**config.mk**
```make
export PLATFORM = sky130hd
export DESIGN_NAME = cordic_iter_engine
export DESIGN_NICKNAME = d
export VERILOG_FILES = /design/src/rtl/cordic_pkg.sv /design/src/rtl/cordic_atan_rom.sv /design/src/rtl/cordic_iter_engine.sv
export SDC_FILE = /design/constraint.sdc
export NUM_CORES = 1
export LEC_CHECK = 0
export BUFFER_PORTS_ARGS = -buffer_cell sky130_fd_sc_hd__clkbuf_2
export CORE_MARGIN = 3
export CORE_UTILIZATION = 23
export DETAILED_ROUTE_END_ITERATION = 10
export MAX_ROUTING_LAYER = met4
export SLEW_MARGIN = 20
export SYNTH_ARGS = -nofsm -noshare
export SYNTH_HDL_FRONTEND = slang
export SYNTH_SLANG_ARGS = --single-unit
```
**constraint.sdc**
```tcl
create_clock -name clk -period 5.6 [get_ports clk]
set_clock_uncertainty 0.15 [all_clocks]
set_input_delay 1.4 -clock clk [delete_from_list [all_inputs] [get_ports clk]]
set_output_delay 1.4 -clock clk [all_outputs]
set_load 0.01 [all_outputs]
```
**src/rtl/cordic_pkg.sv**
```systemverilog
// Shared types and constants for the iterative CORDIC engine.
// Includes an integer-only arctan generator used to build the angle table.
package cordic_pkg;

  typedef enum logic [1:0] {
    IDLE = 2'd0,
    RUN  = 2'd1,
    HOLD = 2'd2
  } cordic_state_t;

  localparam logic MODE_ROT = 1'b0;
  localparam logic MODE_VEC = 1'b1;

  // round(pi * 2^30)
  localparam longint PiFx = 64'sd3373259426;

  // round(atan(2^-i)/pi * 2^(data_w-1)); Taylor series in Q30, valid for data_w <= 32.
  function automatic logic [31:0] atan_const(input int unsigned data_w, input int unsigned i);
    longint acc;
    longint term;
    int     sh;
    acc = 0;
    if (i == 0) begin
      acc = longint'(64'd1 << (data_w - 3));
    end else begin
      for (int n = 0; n < 32; n++) begin
        sh = 30 - int'(i) * (2 * n + 1);
        if (sh >= 0) begin
          term = (longint'(1) << sh) / longint'(2 * n + 1);
          acc  = (n % 2 == 0) ? acc + term : acc - term;
        end
      end
      acc = ((acc << (data_w - 1)) + PiFx / 2) / PiFx;
    end
    return 32'(acc);
  endfunction

endpackage

```
**src/rtl/cordic_atan_rom.sv**
```systemverilog
// Combinational arctan table, one entry per micro-rotation, built at elaboration.
module cordic_atan_rom
  import cordic_pkg::*;
#(
  parameter int unsigned DATA_W = 16,
  parameter int unsigned ITERS  = 16,
  parameter int unsigned IDX_W  = $clog2(ITERS)
) (
  input  logic [IDX_W-1:0]  idx,
  output logic [DATA_W-1:0] atan
);

  logic [DATA_W-1:0] atan_tab [ITERS];

  for (genvar g = 0; g < ITERS; g++) begin : g_tab
    localparam logic [31:0] Val = atan_const(DATA_W, g);
    assign atan_tab[g] = Val[DATA_W-1:0];
  end

  assign atan = (32'(idx) < ITERS) ? atan_tab[idx] : '0;

endmodule

```
**src/rtl/cordic_iter_engine.sv**
```systemverilog
// Iterative CORDIC core: one micro-rotation per clock, rotation and vectoring modes,
// quadrant pre-rotation on accept, valid/ready on both sides.
module cordic_iter_engine
  import cordic_pkg::*;
#(
  parameter int unsigned DATA_W = 16,
  parameter int unsigned ITERS  = 16,
  parameter int unsigned GUARD  = 2
) (
  input  logic                       clk,
  input  logic                       rst,
  input  logic                       abort,
  input  logic                       in_valid,
  output logic                       in_ready,
  input  logic                       in_mode,
  input  logic signed [DATA_W-1:0]   in_x,
  input  logic signed [DATA_W-1:0]   in_y,
  input  logic signed [DATA_W-1:0]   in_z,
  output logic                       out_valid,
  input  logic                       out_ready,
  output logic signed [DATA_W+GUARD-1:0] out_x,
  output logic signed [DATA_W+GUARD-1:0] out_y,
  output logic signed [DATA_W-1:0]   out_z,
  output logic                       busy,
  output logic [$clog2(ITERS)-1:0]   iter_cnt,
  output logic                       done
);

  localparam int unsigned XW = DATA_W + GUARD;
  localparam int unsigned CW = $clog2(ITERS);
  localparam logic [DATA_W-1:0] Quarter  = {2'b01, {(DATA_W - 2){1'b0}}};
  localparam logic [CW-1:0]     LastIter = CW'(ITERS - 1);

  cordic_state_t state_q, state_d;
  logic                     mode_q, mode_d;
  logic signed [XW-1:0]     x_q, x_d, y_q, y_d;
  logic signed [DATA_W-1:0] z_q, z_d;
  logic signed [XW-1:0]     res_x_q, res_x_d, res_y_q, res_y_d;
  logic signed [DATA_W-1:0] res_z_q, res_z_d;
  logic [CW-1:0]            cnt_q, cnt_d;
  logic                     out_valid_q, out_valid_d, done_q, done_d;

  logic signed [XW-1:0]     xe, ye, xs, ys, x_it, y_it;
  logic signed [DATA_W-1:0] z_it;
  logic [DATA_W-1:0]        atan;
  logic                     dir_pos;

  assign xe = {{GUARD{in_x[DATA_W-1]}}, in_x};
  assign ye = {{GUARD{in_y[DATA_W-1]}}, in_y};

  cordic_atan_rom #(
    .DATA_W(DATA_W),
    .ITERS (ITERS)
  ) u_atan_rom (
    .idx (cnt_q),
    .atan(atan)
  );

  // dir_pos means d = +1: rotation drives z to zero, vectoring drives y to zero.
  always_comb begin
    dir_pos = (mode_q == MODE_VEC) ? y_q[XW-1] : ~z_q[DATA_W-1];
    xs      = x_q >>> cnt_q;
    ys      = y_q >>> cnt_q;
    x_it    = dir_pos ? x_q - ys : x_q + ys;
    y_it    = dir_pos ? y_q + xs : y_q - xs;
    z_it    = dir_pos ? z_q - atan : z_q + atan;
  end

  always_comb begin
    state_d     = state_q;
    mode_d      = mode_q;
    x_d         = x_q;
    y_d         = y_q;
    z_d         = z_q;
    res_x_d     = res_x_q;
    res_y_d     = res_y_q;
    res_z_d     = res_z_q;
    cnt_d       = cnt_q;
    out_valid_d = out_valid_q;
    done_d      = 1'b0;
    case (state_q)
      IDLE: begin
        if (in_valid && !abort) begin
          mode_d  = in_mode;
          state_d = RUN;
          cnt_d   = '0;
          x_d     = xe;
          y_d     = ye;
          z_d     = in_z;
          if (in_mode == MODE_ROT) begin
            case (in_z[DATA_W-1 -: 2])
              2'b01: begin x_d = -ye; y_d = xe;  z_d = in_z - Quarter; end
              2'b10: begin x_d = ye;  y_d = -xe; z_d = in_z + Quarter; end
              default: ;
            endcase
          end else if (in_x[DATA_W-1]) begin
            if (!in_y[DATA_W-1]) begin
              x_d = ye;  y_d = -xe; z_d = in_z + Quarter;
            end else begin
              x_d = -ye; y_d = xe;  z_d = in_z - Quarter;
            end
          end
        end
      end
      RUN: begin
        x_d = x_it;
        y_d = y_it;
        z_d = z_it;
        if (cnt_q == LastIter) begin
          state_d     = HOLD;
          cnt_d       = '0;
          res_x_d     = x_it;
          res_y_d     = y_it;
          res_z_d     = z_it;
          out_valid_d = 1'b1;
          done_d      = 1'b1;
        end else begin
          cnt_d = cnt_q + 1'b1;
        end
      end
      HOLD: begin
        if (out_ready) begin
          out_valid_d = 1'b0;
          state_d     = IDLE;
        end
      end
      default: state_d = IDLE;
    endcase
    if (abort) begin
      state_d     = IDLE;
      cnt_d       = '0;
      out_valid_d = 1'b0;
      done_d      = 1'b0;
      res_x_d     = res_x_q;
      res_y_d     = res_y_q;
      res_z_d     = res_z_q;
    end
  end

  always_ff @(posedge clk) begin
    if (rst) begin
      state_q     <= IDLE;
      mode_q      <= MODE_ROT;
      x_q         <= '0;
      y_q         <= '0;
      z_q         <= '0;
      res_x_q     <= '0;
      res_y_q     <= '0;
      res_z_q     <= '0;
      cnt_q       <= '0;
      out_valid_q <= 1'b0;
      done_q      <= 1'b0;
    end else begin
      state_q     <= state_d;
      mode_q      <= mode_d;
      x_q         <= x_d;
      y_q         <= y_d;
      z_q         <= z_d;
      res_x_q     <= res_x_d;
      res_y_q     <= res_y_d;
      res_z_q     <= res_z_d;
      cnt_q       <= cnt_d;
      out_valid_q <= out_valid_d;
      done_q      <= done_d;
    end
  end

  assign in_ready  = (state_q == IDLE);
  assign busy      = (state_q != IDLE);
  assign iter_cnt  = cnt_q;
  assign out_valid = out_valid_q;
  assign done      = done_q;
  assign out_x     = res_x_q;
  assign out_y     = res_y_q;
  assign out_z     = res_z_q;

endmodule

```
==> flow_metrics.env <==
export IMPL_gp_congestion=0.9318
export IMPL_yosysTopAreaCell="dfxtp_1"
export IMPL_period_needed_ns=5.167
export IMPL_place_inst=2291
export IMPL_power_switching_mw=1.339
export IMPL_cp_max_fo=18
export IMPL_layout_common_cells="nand2_1, a21oi_1, nor2_1, clkbuf_2, dfxtp_1"
export IMPL_status="complete, no violations"
export IMPL_timing_fmax_mhz=193.5
export IMPL_num_rows=82
export IMPL_clock_power_share=0.337
export IMPL_first_pass_iters=8
export IMPL_ys_ff_latch=113
export IMPL_finalHoldViolations=0
export IMPL_synth_area_leaders="dfxtp_1, a21oi_1, ha_1, nand2_1, mux4_2"
export IMPL_start_util=0.2338
export IMPL_synthDistinctLibCells=83
export IMPL_dpl_hpwl_um=34660
export IMPL_ir_worst_vdd_mv=0.2174
export IMPL_combinationalPowerShare=0.395
export IMPL_design_area_um2=13620
export IMPL_grt_max_degree=51
export IMPL_crit_path_frequent_cell="a21o_1"
export IMPL_use_met1=0.2141
export IMPL_drive_above_1_share=0.1563
export IMPL_final_common_cell="nand2_1"
export IMPL_dpl_cell_area_um2=13010
export IMPL_swShare=0.4000
export IMPL_grt_pass1_wl_um=70110
export IMPL_antenna_left=0
export IMPL_nets=1760
export IMPL_p_int_mw=2.008
export IMPL_final_setup_viol_count=0
export IMPL_min_path_type="reg2reg"
export IMPL_grt_util_met2=0.2736
export IMPL_synthCells=1590
export IMPL_wl_per_cell_um=19.41
export IMPL_crit_required_ns=5.77
export IMPL_tightest_slew_ns=0.9465
export IMPL_critPathLaunchType="flop"
export IMPL_grt_busiest_layer="met2"
export IMPL_numCtsBuffers=17
export IMPL_max_slew_margin_rel=0.3690
export IMPL_drc=0
export IMPL_syn_nets=1712
export IMPL_path_class="reg2reg"
export IMPL_drt_iter0_markers=1020
export IMPL_grt_util_all_layers=0.1690
export IMPL_clkLatencyLatePin_ns=0.44
export IMPL_cts_tree="built"
export IMPL_cts_root_buffer="clkbuf_16"
export IMPL_grt_pass1_vias=11980
export IMPL_synth_edf_count=0
export IMPL_p_per_area_nw_per_um2=245.8
export IMPL_postCtsHoldBufs=0
export IMPL_setup_tns_ns=0
export IMPL_io_pins=114
export IMPL_dieArea_um2=53960
export IMPL_yosys_area_top_type_share=0.1921
export IMPL_cp_slowest_cell="dfxtp_2"
export IMPL_syn_avg_cell_area_um2=7.408
export IMPL_grt_overflow=0
export IMPL_postLayoutCoreUtil=0.2703
export IMPL_port_buffers=113
export IMPL_post_route_period_util=0.9226
export IMPL_clock_path_buffers=2
export IMPL_htree_levels=4
export IMPL_vias_per_cell=5.370
export IMPL_wl_um=45120
export IMPL_async_reset_ff_frac=0
export IMPL_fill_cells=5475
export IMPL_whs_ns=0.3046
export IMPL_cpPeakStageDelay_ns=0.61
export IMPL_p_seq_frac=0.268
export IMPL_stdcell_count=2324
export IMPL_clk_pin_slew_ns=0.07
export IMPL_die_width_um=232.3
export IMPL_antenna_found_initial=1
export IMPL_ys_warnings_count=0
export IMPL_core_um2=50380
export IMPL_die_h_um=232.3
export IMPL_maxSlewViolCount=0
export IMPL_num_vias=12480
export IMPL_met3_usage=0.02453
export IMPL_end_kind="flop"
export IMPL_power_leakage_nw=5.225
export IMPL_synth_seq_area_share=0.1921
export IMPL_crit_path_cell_trace="buf_4, mux2_2, a222oi_1, mux2i_1, nor2b_1, and4_1, nor2_1, xor2_1, ha_1, a21o_1, a21o_1, a21oi_1, o211ai_1, a41oi_1, and4b_1, a211o_1"
export IMPL_clock_sinks=113
export IMPL_netlist_area_um2=11780
export IMPL_cap_violations=0
export IMPL_rsz0062_at_grt="no"
export IMPL_synthFlopType="dfxtp_1"
export IMPL_syn_to_final_growth_pct=15.62
export IMPL_cp_arrival_ns=5.34
## power by group through the flow
stage,Sequential (mW),Combinational (mW),Clock (mW)
floorplan,0.882,0.944,0
global placement,0.913,1.28,0
detailed placement,0.914,1.30,0
CTS,0.896,1.31,1.15
global route,0.901,1.45,1.18
finish,0.898,1.32,1.13
## final timing paths
path,from,slack (ns),end,cells after the start
setup / recovery,iter_cnt[1],0.43,x_q[17],16
hold / removal,out_x[6],0.30,out_x[6],2
setup reg to reg,iter_cnt[1],0.43,x_q[17],16
hold reg to reg,out_x[6],0.30,out_x[6],2
## cells in the mapped netlist, drive strengths merged (7+ instances only)
master / count
nand2: 203
a21oi: 164
nor2: 148
dfxtp: 113
clkbuf: 95
o21ai: 76
ha: 65
xnor2: 62
nor3: 46
xor2: 45
inv: 41
nand3: 39
mux4: 33
buf: 31
o211ai: 26
a211oi: 25
a22oi: 24
a221oi: 23
a31oi: 22
or3: 21
a21o: 18
nand2b: 17
o21a: 16
and3: 15
nor2b: 15
mux2i: 14
mux2: 12
nor4: 12
nand3b: 11
and2: 10
a211o: 9
nor3b: 9
o22ai: 9
nand4: 8
or2: 8
o21bai: 7
or4: 7
## state kept, by name, summed over array words and instances (netlist names)
signal	count
mode_q	1
out_y	18
out_valid	1
done	1
state_q	2
out_x	18
iter_cnt	4
x_q	18
out_z	16
y_q	18
z_q	16
## logic make-up after synthesis
kind of cell | Yosys count | share of synthesized area
xor+xnor | 107 | 0.07956
compound gates | 491 | 0.2740
simple gates | 584 | 0.2345
flops | 113 | 0.1921
fa+ha+maj | 68 | 0.07415
buf+inv | 168 | 0.05768
mux | 59 | 0.08806
## critical path: cells and delay by family (launching register included)
family | cells | cell delay (ns)
AO/OA/AOI/OAI | 7 | 1.90
multiplexers | 2 | 0.65
XOR/XNOR | 1 | 0.20
AND/OR/NAND/NOR | 4 | 0.82
flip-flops | 1 | 0.61
buffers and inverters | 1 | 0.33
adder cells (fa/ha/maj) | 1 | 0.38
## through the flow
| stage | power (mW) | worst slack (ns) |
|---|---|---|
| floorplan | 1.826 | 0.6589 |
| global placement | 2.194 | 0.5012 |
| detailed placement | 2.214 | 0.3839 |
| CTS | 3.354 | 0.3297 |
| global route | 3.526 | 0.05686 |
| finish | 3.347 | 0.4333 |
## metal layers
layer | vias up | wire [µm]
met5 | - | 0
met4 | 0 | 1308
met3 | 72 | 2404
met2 | 435 | 21370
met1 | 6020 | 20030
li1 | 5954 | -
## final cells by class
class,instances,area (µm²),area share
Sequential cell,113,2270,0.1667
Multi-Input combinational cell,1309,8869,0.6512
Clock buffer,17,425.4,0.03124
Clock inverter,15,170.2,0.01250
Inverter,42,157.7,0.01158
Antenna cell,1,2.502,0.0001838
Timing Repair Buffer,155,883.3,0.06487
Tap cell,672,840.8,0.06174
## what timing repair did
action                                 4_1_cts  5_1_grt
setup endpoints to repair                    0        6
gates resized for setup                      0        2
endpoints found under the hold margin        0        0
setup buffers                                0        0
Power figures use the tool's default switching activity.
